===== src/rtl/contador_modular.sv =====
// Parametrised up/down event counter with programmable modulo, parallel load,
// synchronous clear, wrap or saturate behaviour at the limits, a terminal-count
// pulse and a sticky overflow flag. All outputs are registered.
module contador_modular #(
    parameter int unsigned WIDTH    = 4,
    parameter int unsigned MAX_VAL  = 2**WIDTH - 1,
    parameter bit          SATURATE = 1'b0
) (
    input  logic             clk_i,
    input  logic             rst_i,
    input  logic             enable_i,
    input  logic             up_i,
    input  logic             clear_i,
    input  logic             load_i,
    input  logic [WIDTH-1:0] load_val_i,
    input  logic             ovf_clr_i,
    output logic [WIDTH-1:0] data_o,
    output logic             tc_o,
    output logic             ovf_o
);

    // Largest value representable in WIDTH bits, computed in 64 bits so WIDTH=32 is safe.
    localparam longint unsigned LIMIT = (64'd1 << WIDTH) - 64'd1;

    // Reject unusable configurations at elaboration time.
    if (WIDTH == 0 || WIDTH > 32 || MAX_VAL == 0 || 64'(MAX_VAL) > LIMIT) begin : gen_bad_param
        $error("contador_modular: illegal WIDTH=%0d / MAX_VAL=%0d", WIDTH, MAX_VAL);
    end

    localparam logic [WIDTH-1:0] MAX = WIDTH'(MAX_VAL);

    logic [WIDTH-1:0] count;
    logic [WIDTH-1:0] next_count;
    logic             tc;
    logic             ovf;
    logic             boundary;

    // Next count and boundary detection; clear > load > enable. Compare-then-select
    // keeps every intermediate inside WIDTH bits and never relies on modular overflow.
    always_comb begin
        next_count = count;
        boundary   = 1'b0;
        if (clear_i) begin
            next_count = '0;
        end else if (load_i) begin
            next_count = (load_val_i > MAX) ? MAX : load_val_i;
        end else if (enable_i) begin
            if (up_i) begin
                if (count >= MAX) begin
                    boundary   = 1'b1;
                    next_count = SATURATE ? MAX : '0;
                end else begin
                    next_count = count + WIDTH'(1);
                end
            end else begin
                if (count == '0) begin
                    boundary   = 1'b1;
                    next_count = SATURATE ? '0 : MAX;
                end else begin
                    next_count = count - WIDTH'(1);
                end
            end
        end
    end

    // State update; reset overrides everything, a boundary event beats ovf_clr_i.
    always_ff @(posedge clk_i) begin
        if (rst_i) begin
            count <= '0;
            tc    <= 1'b0;
            ovf   <= 1'b0;
        end else begin
            count <= next_count;
            tc    <= boundary;
            ovf   <= boundary | (ovf & ~ovf_clr_i);
        end
    end

    assign data_o = count;
    assign tc_o   = tc;
    assign ovf_o  = ovf;

endmodule


===== config.mk =====
export PLATFORM = sky130hd
export DESIGN_NAME = contador_modular
export DESIGN_NICKNAME = d
export VERILOG_FILES = /design/src/rtl/contador_modular.sv
export SDC_FILE = /design/constraint.sdc
export NUM_CORES = 1
export LEC_CHECK = 0
export ABC_AREA = 1
export CORE_MARGIN = 2
export CORE_UTILIZATION = 31
export DETAILED_ROUTE_END_ITERATION = 10
export PLACE_DENSITY_LB_ADDON = 0.08
export SLEW_MARGIN = 20
export SYNTH_ARGS = -nofsm -noshare
export SYNTH_HDL_FRONTEND = slang
export SYNTH_SLANG_ARGS = --single-unit

===== constraint.sdc =====
create_clock -name clk_i -period 1.5 [get_ports clk_i]
set_input_delay 0.45 -clock clk_i [delete_from_list [all_inputs] [get_ports clk_i]]
set_output_delay 0.45 -clock clk_i [all_outputs]
set_load 0.1 [all_outputs]

==> results.txt <==
status -> finished, final reports clean
area share of the largest cell type after synthesis -> 27.4%
design area -> 711 um^2
leading area contributor after synthesis -> dfxtp_1
Total Routing Usage GR -> 13.4%
total number of vias -> 466
DRT Pass-1 Iters -> 3
setup violators final -> 0
asr flop ratio synth -> 0%
setup slack after layout -> 0.128 ns
Via density -> 4.71
syn_area_per_cell -> 6.84 um^2
initial antenna violation count -> 0
Die Y -> 41.6 um
Mapped Nets -> 77
I/O pins -> 17
critical path class -> flop to primary output
Pleak -> 0.314 nW
Routed WL per cell -> 9.54 um
CP Capture Type -> primary output
CTS Root Cell -> clkbuf_4
Rows -> 13
Synth warnings -> 0
maximum VDD drop -> 0.504 mV
Sw Ratio -> 33.4%
post-synth cell types -> 20
top-count cell post-synth -> nand2_1
Sinks on Clock Net -> 6
Final Cycle Share -> 91.5%
largest net degree at the start of global routing -> 10
H-tree Lvls -> 1
slowest CP cell -> dfxtp_2
CP Data Arrival Time -> 0.92 ns
Port Buf Inserts -> 16
Skew-Pair Late Insertion Delay -> 0.26 ns
PwrDens -> 722 mW/mm^2
Max stage delay on crit path -> 0.46 ns
Worst-path clk slew -> 0.05 ns
Post-DRT Antenna Nets -> 0
die area -> 0.00173 mm^2
min Tclk post-route -> 1.37 ns
Max Freq -> 729 MHz
ANT cells -> 0
Clock Skews -> 0.00642 ns
dpl ws -> -0.182 ns
RSZ-0062 raised after global routing -> false
Max Slew Vio Count -> 0
WP data required -> 1.05 ns
Clock power frac -> 33.1%
placed insts -> 95
delay-heaviest family, CP -> flip-flops
CP Buf/Inv Count -> 1
area post-placement -> 682 um^2
number of synthesized flops with an enable pin -> 0
most common flop cell mapped by yosys -> dfxtp_1
Hold Fails Final Rpt -> 0
global-route wire length before repair -> 1.73 mm
# nets final -> 98
WL final -> 944 um
Tightest Pin Transition -> 0.270 ns
total gr overflow -> 0
DRT iter0 DRCs -> 7
routability congestion estimate -> 0.778
Area Growth Syn to Fin -> 62.3%
sequential share of power -> 35.2%
most instantiated cells after synthesis -> nand2_1, inv_1, dfxtp_1, nand3_1, nor2_1
Final Non-Filler Cells -> 99
CP Cell Sequence -> buf_12
Seq cells post-synth -> 6
setup_tns -> 0 ns
logic gate share of total power -> 31.7%
Post-Syn Area -> 438 um^2
Residual DRC -> 0
CTS max path bufs -> 2
worst hold path type -> flop to flop
vias in the first global route -> 443
CP max FO -> 9
initial core utilization -> 33.2%
top post-synthesis cells by area -> dfxtp_1, nand2_1, nand3_1
Design Power -> 0.000513 W
share of layout cells above drive strength 1 -> 26.2%
CTS Buf Count -> 3
Slew headroom -> 82.0%
Seq/Total Area, Yosys -> 27.4%
Psw -> 0.000171 W
MaxCap Viol Count -> 0
total core area -> 0.00132 mm^2
Power Internal -> 0.000342 W
Syn Inst Count -> 64
Die X -> 41.6 um
Worst Setup Start Kind -> flop
CTS tree -> built
path summary, 6_finish.rpt:
| path | from | end | slack [ns] | depth (start not counted) |
|---|---|---|---|---|
| setup / recovery | data_o[2]$_SDFFE_PP0P_ | data_o[2] | 0.13 | 1 |
| hold / removal | ovf_o$_SDFF_PP0_ | ovf_o$_SDFF_PP0_ | 0.52 | 2 |
| setup reg to reg | data_o[0]$_SDFFE_PP0P_ | data_o[3]$_SDFFE_PP0P_ | 0.26 | 8 |
| hold reg to reg | ovf_o$_SDFF_PP0_ | ovf_o$_SDFF_PP0_ | 0.52 | 2 |
state kept, by name, indices dropped and copies added (netlist names):
| signal | cells |
|---|---|
| tc_o | 1 |
| data_o | 4 |
| ovf_o | 1 |
logic make-up after synthesis:
group                      count (synthesis)  share of synthesized area [%]
AOI/OAI and AO/OA                         10                           16.3
xor gates and xnor gates                   2                           4.00
adders and majority gates                  2                           5.71
buffers and inverters                     12                           14.0
and+or+nand+nor                           32                           32.6
DFF                                        6                           27.4
power groups by stage:
stage / clock network, W / logic, W / registers (W)
after floorplan: 0 / 0.0000619 / 0.000220
final: 0.000170 / 0.000163 / 0.000181
after global placement: 0 / 0.000164 / 0.000184
after global routing: 0.000194 / 0.000176 / 0.000182
after detailed placement: 0 / 0.000164 / 0.000184
after CTS: 0.000177 / 0.000165 / 0.000181
cell type report:
class | count | area [um^2]
Fill cell | 129 | 607
Inverter | 9 | 33.8
Tap cell | 15 | 18.8
Multi-Input combinational cell | 46 | 256
Timing Repair Buffer | 19 | 245
Sequential cell | 6 | 130
Clock buffer | 4 | 26.3
routing by layer:
metal | GRT usage, % | vias to the layer above | routed length (um) | part of all wire, %
met2 | 21.6 | 12 | 447 | 47
met4 | 5.81 | 0 | 11 | 1.2
met1 | 13.8 | 204 | 416 | 44
li1 | - | 247 | - | -
met5 | 0 | - | 0 | 0
met3 | 8.26 | 3 | 69 | 7.3
through the flow:
stage,hold slack (ns),utilization [%]
after floorplan,0.554,-
after global placement,0.521,51.8
after detailed placement,0.512,51.8
after CTS,0.526,53.8
after global routing,0.545,53.9
final,0.524,53.9
cell usage in the layout, fill, tap and decap left out, types with 2 or more instances in the layout:
master and count:
buf_12 6, dfxtp_2 2, ha_1 2, clkbuf_4 3
nand2_1 17, a21oi_2 2, nand3_1 6, dfxtp_4 2
inv_1 8, clkdlybuf4s50_1 9, dfxtp_1 2, a21oi_1 3
nor2_1 5, nand4_1 2, buf_4 3, a22oi_1 2
timing repair:
action,4_1_cts,5_1_grt
setup endpoints to repair,0,1
gates resized for setup,0,1
hold buffers,0,0
setup buffers,0,0
Note: power is estimated with default switching activity, not from simulation.
